## src/rtl/l1_req_arb.sv

```systemverilog
// l1_req_arb
// Arbitrates L1I and L1D miss/uncached requests onto the single request port
// of the L1 memory access unit (MAU). The MAU accepts one transaction at a
// time and detects a new request on the rising edge of mau_req_val, so this
// block serialises the two requesters and inserts a one-cycle val-low gap
// after every transaction. D has priority, except that a starvation counter
// forces an I grant after STARVE_MAX consecutive D grants over a pending I.
//
// Ports:
//   wb_clk_i, rst_n     clock, asynchronous active-low reset
//   l1i_req_*           I requester: level val held until l1i_req_ack, line address
//   l1i_req_ack/_data   one-cycle completion pulse to I with returned line
//   l1d_req_*           D requester: val, nc, we, addr, wdata, be
//   l1d_req_ack/_data   one-cycle completion pulse to D with returned line
//   mau_req_*           registered request towards the MAU
//   mau_req_ack/_data   MAU completion pulse and line data
//   arb_busy            a transaction or its trailing gap is in progress
//   arb_owner           0 = I, 1 = D; current or most recent grant
module l1_req_arb #(
   parameter int ADDR_W     = 32,
   parameter int DATA_W     = 32,
   parameter int BE_W       = 4,
   parameter int LINE_W     = 128,
   parameter int STARVE_MAX = 4
) (
   input  logic              wb_clk_i,
   input  logic              rst_n,

   input  logic              l1i_req_val,
   input  logic [ADDR_W-1:0] l1i_req_addr,
   output logic              l1i_req_ack,
   output logic [LINE_W-1:0] l1i_ack_data,

   input  logic              l1d_req_val,
   input  logic              l1d_req_nc,
   input  logic              l1d_req_we,
   input  logic [ADDR_W-1:0] l1d_req_addr,
   input  logic [DATA_W-1:0] l1d_req_wdata,
   input  logic [BE_W-1:0]   l1d_req_be,
   output logic              l1d_req_ack,
   output logic [LINE_W-1:0] l1d_ack_data,

   output logic              mau_req_val,
   output logic              mau_req_nc,
   output logic              mau_req_we,
   output logic [ADDR_W-1:0] mau_req_addr,
   output logic [DATA_W-1:0] mau_req_wdata,
   output logic [BE_W-1:0]   mau_req_be,
   input  logic              mau_req_ack,
   input  logic [LINE_W-1:0] mau_ack_data,

   output logic              arb_busy,
   output logic              arb_owner
);

   localparam int CNT_W = (STARVE_MAX < 1) ? 1 : $clog2(STARVE_MAX + 1);
   localparam logic [CNT_W-1:0] STARVE_LIM = CNT_W'(STARVE_MAX);

   typedef enum logic [1:0] {
      IDLE = 2'd0,
      REQ  = 2'd1,
      GAP  = 2'd2
   } state_t;

   state_t           state;
   state_t           next_state;
   logic [CNT_W-1:0] starve_cnt;
   logic             grant;
   logic             grant_i;
   logic             txn_ack;

   // Winner selection: grants are only issued from IDLE. I wins when it is the
   // only requester or when D has already won STARVE_MAX times over it.
   always_comb begin
      grant   = (state == IDLE) && (l1i_req_val || l1d_req_val);
      grant_i = l1i_req_val && (!l1d_req_val || (starve_cnt == STARVE_LIM));
   end

   always_ff @(posedge wb_clk_i or negedge rst_n) begin
      if (!rst_n) begin
         state <= IDLE;
      end else begin
         state <= next_state;
      end
   end

   // GAP always lasts exactly one cycle so the MAU sees val low between
   // transactions and can detect the next rising edge.
   always_comb begin
      next_state = state;
      case (state)
         IDLE:    if (grant) next_state = REQ;
         REQ:     if (mau_req_ack) next_state = GAP;
         GAP:     next_state = IDLE;
         default: next_state = IDLE;
      endcase
   end

   // Registered MAU request. Fields are captured only on a grant and then held
   // through REQ; val tracks entry into REQ so it drops on the ack edge.
   always_ff @(posedge wb_clk_i or negedge rst_n) begin
      if (!rst_n) begin
         mau_req_val   <= 1'b0;
         mau_req_nc    <= 1'b0;
         mau_req_we    <= 1'b0;
         mau_req_addr  <= '0;
         mau_req_wdata <= '0;
         mau_req_be    <= '0;
         arb_owner     <= 1'b0;
      end else begin
         mau_req_val <= (next_state == REQ);
         if (grant) begin
            arb_owner <= !grant_i;
            if (grant_i) begin
               mau_req_nc    <= 1'b0;
               mau_req_we    <= 1'b0;
               mau_req_addr  <= l1i_req_addr;
               mau_req_wdata <= '0;
               mau_req_be    <= '1;
            end else begin
               mau_req_nc    <= l1d_req_nc;
               mau_req_we    <= l1d_req_we;
               mau_req_addr  <= l1d_req_addr;
               mau_req_wdata <= l1d_req_wdata;
               mau_req_be    <= l1d_req_be;
            end
         end
      end
   end

   // Starvation counter: counts D grants taken while I was waiting, saturating
   // at the limit; any I grant clears it.
   always_ff @(posedge wb_clk_i or negedge rst_n) begin
      if (!rst_n) begin
         starve_cnt <= '0;
      end else if (grant) begin
         if (grant_i) begin
            starve_cnt <= '0;
         end else if (l1i_req_val && (starve_cnt != STARVE_LIM)) begin
            starve_cnt <= starve_cnt + CNT_W'(1);
         end
      end
   end

   // Acks are only honoured in REQ; a stray MAU ack in IDLE or GAP is dropped.
   always_comb begin
      txn_ack      = (state == REQ) && mau_req_ack;
      l1i_req_ack  = txn_ack && !arb_owner;
      l1d_req_ack  = txn_ack && arb_owner;
      l1i_ack_data = l1i_req_ack ? mau_ack_data : '0;
      l1d_ack_data = l1d_req_ack ? mau_ack_data : '0;
      arb_busy     = (state != IDLE);
   end

endmodule

```

## config.mk

```make
export PLATFORM = sky130hd
export DESIGN_NAME = l1_req_arb
export DESIGN_NICKNAME = d
export VERILOG_FILES = /design/src/rtl/l1_req_arb.sv
export SDC_FILE = /design/constraint.sdc
export NUM_CORES = 1
export LEC_CHECK = 0
export CORE_AREA = 2 2 221 223
export DETAILED_ROUTE_END_ITERATION = 10
export DIE_AREA = 0 0 223 225
export HOLD_SLACK_MARGIN = 0.02
export PLACE_DENSITY = 0.51
export SYNTH_ARGS = -nofsm -noshare
export SYNTH_HDL_FRONTEND = slang
export SYNTH_SLANG_ARGS = --single-unit
```

## constraint.sdc

```tcl
create_clock -name wb_clk_i -period 1.4 [get_ports wb_clk_i]
set_input_delay 0.21 -clock wb_clk_i [delete_from_list [all_inputs] [get_ports wb_clk_i]]
set_output_delay 0.21 -clock wb_clk_i [all_outputs]
set_load 0.01 [all_outputs]
```

# Word level (Yosys, flattened, before mapping)
# Cells that the tools add are included.
op_classes:
  n_addsub: 1
  eq_ne: 4
  mux: 12
  n_reduce_logical: 15
op_table:
  columns: ["operator", "count"]
  rows:
  - ["$mux W128", 2]
  - ["$mux W32", 2]
  - ["$logic_and A1 B1 Y1", 6]
  - ["$mux W3", 2]
  - ["$eq A2 B1 Y1 const B", 2]
  - ["$mux W2", 2]
  - ["$mux W4", 1]
  - ["$pmux W2 S2", 1]
  - ["$reduce_bool A2 Y1", 2]
  - ["$add A3 B1 Y3 const B", 1]
  - ["$eq A3 B3 Y1 const B", 1]
  - ["$logic_not A1 Y1", 3]
  - ["$ne A3 B3 Y1 const B", 1]
  - ["$logic_not A2 Y1", 1]
  - ["$logic_or A1 B1 Y1", 2]
  - ["$mux W1", 2]
  - ["$reduce_and A2 Y1", 1]
word_totals:
  elab_cells: 41
  regBits: 77
  input_bits: 235
  output_inout_bits: 331

# Depth between registers and ports, before layout
logic_depth:
  word_depth: 5
  ltp_mapped: 8
  depth_no_buf: 5

# Least setup slack after synthesis
# Ideal clock, no wire load.
synth_path:
  path_kind: "register to register"
  startpoint: "register starve_cnt[0]"
  endpoint: "register mau_req_wdata[10]"
  path_buffers: 3
  setup_ns: 0.078
  synth_period_minus_slack_ns: 1.500
  arrival_ns: 1.423
  path_stages_with_launch: 9
  setup_slack_ns: -0.100
  path_cell_list: "dfrtp_1 > inv_1 > ha_1 > a21bo_2 > and2_1 > clkbuf_1 > buf_6 > buf_4 > o2bb2ai_1"
synth_via:
  elab_chain_cells: 4
synth_lines:
  columns: ["item", "line_no", "text"]
  rows:
  - ["start, declared", "67", "logic [CNT_W-1:0] starve_cnt;"]
  - ["start signal, assigned", "140", "starve_cnt <= starve_cnt + CNT_W'(1);"]
  - ["$eq A3 B3 Y1", "76", "grant_i = l1i_req_val && (!l1d_req_val || (starve_cnt == STARVE_LIM));"]
  - ["$logic_or A1 B1 Y1", "76", null]
  - ["$logic_and A1 B1 Y1", "76", null]
  - ["$mux W32", "114", "if (grant_i) begin"]
  - ["end signal, assigned", "124", "mau_req_wdata <= l1d_req_wdata;"]
  - ["end, declared", "47", "output logic [DATA_W-1:0] mau_req_wdata,"]
# No other way between the ends.
# A chain may end at the register's enable or synchronous reset.

# Worst setup path after layout
layout_path:
  startpoint: "register state[1]"
  endpoint: "output l1i_ack_data[41]"
layout_via:
  elab_chain_cells: 4
layout_lines:
  columns: ["item", "line_no", "text"]
  rows:
  - ["start, declared", "65", "state_t state;"]
  - ["start signal, assigned", "83", "state <= next_state;"]
  - ["$eq A2 B1 Y1", "147", "txn_ack = (state == REQ) && mau_req_ack;"]
  - ["$logic_and A1 B1 Y1", "147", null]
  - ["$logic_and A1 B1 Y1", "148", "l1i_req_ack = txn_ack && !arb_owner;"]
  - ["$mux W128", "150", "l1i_ack_data = l1i_req_ack ? mau_ack_data : '0;"]
  - ["end, declared", "32", "output logic [LINE_W-1:0] l1i_ack_data,"]
# No other way between the ends.

==> impl_summary.md <==
Outcome
The run finished, with violations left. The final reports fail on negative setup slack.

Global routing
The overflow left after global routing is 0. Entering global routing, the biggest net connects 49 pins. The initial antenna violation count is 24. The overall fraction of global-route tracks in use is 16.3%.

The first global-routing pass estimated 58.7 mm of wire. The via count of the first global-routing pass came to 7767.

Die
The floorplan step set the die height to 225 um. The initialized floorplan defines 80 standard-cell rows. In this run the count of I/O pins placed on the die edge is 566. The die covers 50200 sq um. The starting utilization of the core area is 11.7%. The chip width is 223 um. The core region is 47500 sq um.

Logic synthesis
In this run, distinct cell masters in the synthesized netlist total 29. Ranked by total cell area, the synthesized netlist is headed by dfrtp_1 (35%), and2_1 (15%), and3_1 (14%). The number of nets handed over by synthesis was 889.

The total of flip-flops plus latches after synthesis is 77. Each instance of the synthesized netlist takes up on average 8.55 sq um. The Yosys step of the flow raised 0 warnings. dfrtp_1 takes more of the synthesized area than any other cell.

Summed over its instances, the top area cell type makes up 34.6% of the synthesized netlist area. The number of standard cells after synthesis is 652. For this run, the register share of the synthesized area comes to 34.6%. The area of the mapped netlist is 5570 sq um.

Power
The worst-case IR drop observed on VDD is 0.915 mV. The share of total power dissipated in sequential elements is 19.0%. The power per standard cell area is 1490 nW/um^2. Cell internal power was estimated by the tool at 12.8 mW.

For this design the total switching power over the nets is 8.07 mW. The logic gate share of total power is 68.5%. Summed over all cells, the static leakage comes to 6.24 nW. The proportion of power drawn by the clock network is 12.5%.

Of the total power, the share spent switching nets is 38.7%.

Critical path
The endpoint arrival time on the critical path is 2.09 ns. At the worst endpoint, the required time is 1.19 ns. The cell family contributing the most delay on the critical path is buffers and inverters.

The launching element type of the critical path is a flip-flop. The worst register-to-register path begins at state[1]. The worst register-to-register path ends at mau_req_wdata[28].

In this run the number of cells on the critical path is 9. The kind of capture point of the worst setup path is an output pin. The depth of the worst register-to-register path is 7. In this run the worst path has a maximum fanout of 5.

The slack of the worst reg-to-reg path is -0.21 ns. The slowest stage of the critical path is the dfrtp_1 cell. The number of buffer and inverter stages on the critical path is 6. The worst setup path is of the reg -> out kind. The critical path goes through and3b_4 > buf_12 > and2b_4 > buf_6 > buf_6 > buf_12 > buf_12 > and2_4 > buf_6. The largest single stage delay on the critical path is 0.37 ns.

CTS
The TritonCTS clock tree is built. The clock buffer count from CTS is 9. The clock latency on the worst-skew pair is 0.35 ns. The CTS clock-pin slew for the worst setup and hold paths is 0.06 ns.

The number of H-tree branching levels is 3. The clock sink count is 77. The clock passes through at most 2 buffers. The clock tree root buffer cell is clkbuf_16.

STA
Hold timing on the final database bottoms out at a slack of 0.333 ns. The final sum of negative setup slack is -207.47 ns. The minimum setup slack in the final design is -0.899 ns. The maximum clock skew at final layout is 0.00631 ns. The worst pin sits at a relative slew slack of 71.6%. Counting I/O delays and the setup requirement, the final critical path takes 2.30 ns.

Of the available clock period, the critical path in the final layout requires 164%. The count of final hold-check violations is 0. The maximum clock rate is 0.435 GHz. The max-slew violation total from the final report was 0. Setup repair after global routing could not meet its margin everywhere.

At the pin with the least slew margin, the transition time is 0.427 ns. Setup violations remaining at the end of the flow were counted as 407.

Job
The max-cap check violation count is 0.

Cells and area
The proportion of layout cells with a drive suffix above 1 is 44.6%. The area of all placed cells without fillers is 14000 sq um. The post-synthesis to final-layout area growth is 151%.

The multi-input combinational cells in the finished layout cover a total of 3720 sq um. The register cell area after layout is 1930 sq um. The count of cells in the finished layout, fillers not included, comes to 1897. The number of fill cells in the layout is 5048. The library cell used most frequently in the layout, excluding fill and tap cells, is clkdlybuf4s50_1.

In the layout the commonest cells are clkdlybuf4s50_1 (306), buf_6 (135), and2_1 (80). For this run, the post-layout net count is 1502.

Worst hold path
The worst hold path belongs to the class in -> async.

Drt
The first detailed-routing pass took 4 iterations. The detailed-route wire length per cell is 23.3 um. For this block, the initial DRC count from the detailed router was 352. After detailed routing, the number of remaining DRC violations is 0. The count of vias placed by the detailed router is 7799. After detailed routing, the total wire length is 44.2 mm. The final antenna-violating net count is 0. In the routed layout, each cell is associated on average with a via count of 4.11.

Placed design
Routability-driven placement finished with a final weighted congestion of 0.861. Input and output buffers added on the ports amount to 565. At the placement stage, the worst setup path has a slack of -1.12 ns. The cell area after placement is 12500 sq um. The placed cell count is 1803. The total half-perimeter wirelength after legalization and detailed placement is 32.9 mm.
-- power by group through the flow --
stage          combinational (mW)  sequential [mW]  clock (mW)
6_report                     14.3             3.95        2.60
5_1_grt                      15.1             4.08        2.77
3_5_place_dp                 12.2             3.95           0
3_3_place_gp                 12.1             3.96           0
2_1_floorplan                5.04             4.34           0
4_1_cts                      13.5             3.96        2.68
-- area by class of cell --
type                       instances  share of cell area [%]
clock buffer                      11                    1.74
timing repair buffer             686                    50.7
inverter                          35                   0.939
tap                              615                    5.50
antenna                           12                   0.215
multi-input combinational        456                    26.6
clock inverter                     5                   0.590
sequential                        77                    13.8
-- Yosys cell counts --
library cell  instances
o221ai_2             25
buf_6                 8
mux2_2                1
a21oi_1              14
and3b_1               1
or2_1                 1
and2_1              131
nand2b_1              2
clkbuf_2             11
inv_1                35
buf_1                 2
nand3_1              66
buf_2                12
clkbuf_1             48
and2b_1               1
and3_1              128
o221ai_1              7
nor2_1                2
buf_4                 3
or3b_1                1
dfrtp_1              77
o21ai_0               2
a21bo_2               1
o2bb2ai_1            35
nand2_1               1
a22o_1                2
ha_1                  2
nand4_1              32
nor2_2                1
-- routing by layer --
metal	global-route usage (%)	wire length [um]	share of wire, %	vias up
met4	4.42	1400	3.2	0
met3	3.55	3000	6.8	73
met1	18.2	16400	37	3746
li1	-	-	-	3581
met2	30.9	23400	53	399
met5	0	0	0	-
-- sequential cells by signal (all words and copies together), names as in the netlist --
| name | count |
|---|---|
| mau_req_val | 1 |
| state | 2 |
| arb_owner | 1 |
| mau_req_nc | 1 |
| mau_req_wdata | 32 |
| mau_req_be | 4 |
| mau_req_addr | 32 |
| starve_cnt | 3 |
| mau_req_we | 1 |
-- timing repair --
| item | in CTS | in global routing |
|---|---|---|
| endpoints found under the hold margin | 22 | 0 |
| pin swaps | 14 | 25 |
| gates cloned | 17 | 9 |
| gates resized for setup | 752 | 435 |
| setup buffers | 36 | 15 |
| setup endpoints to repair | 405 | 407 |
| hold buffers | 1 | 0 |
-- cell families (layout without fill, tap and decap cells) --
| family | after synthesis | in the layout | synth area share (%) |
|---|---|---|---|
| other | 0 | 12 | 0 |
| muxes | 1 | 1 | 0.202 |
| buffers and inverters | 119 | 737 | 9.81 |
| AOI/OAI and AO/OA | 86 | 86 | 15.3 |
| DFF | 77 | 77 | 34.6 |
| and+or+nand+nor | 367 | 367 | 39.7 |
| adders and majority gates | 2 | 2 | 0.449 |
-- metrics by stage --
| stage | power [mW] | util [%] |
|---|---|---|
| 6_report | 20.8 | 29.4 |
| 3_5_place_dp | 16.2 | 26.3 |
| 5_1_grt | 22.0 | 29.4 |
| 2_1_floorplan | 9.38 | - |
| 3_3_place_gp | 16.1 | 26.3 |
| 4_1_cts | 20.1 | 28.4 |
-- worst max-delay path by stage --
stage                 from                 to  slack [ns]
3_5_place_dp   mau_req_ack   l1i_ack_data[14]       -1.12
6_report          state[1]   l1i_ack_data[41]       -0.90
2_1_floorplan     state[1]  l1i_ack_data[100]       -0.06
3_3_place_gp   mau_req_ack   l1i_ack_data[14]       -1.10
4_1_cts           state[1]   l1d_ack_data[87]       -1.07
5_1_grt           state[1]   l1i_ack_data[34]       -0.97
No activity file was read; power rests on OpenSTA's default activity.
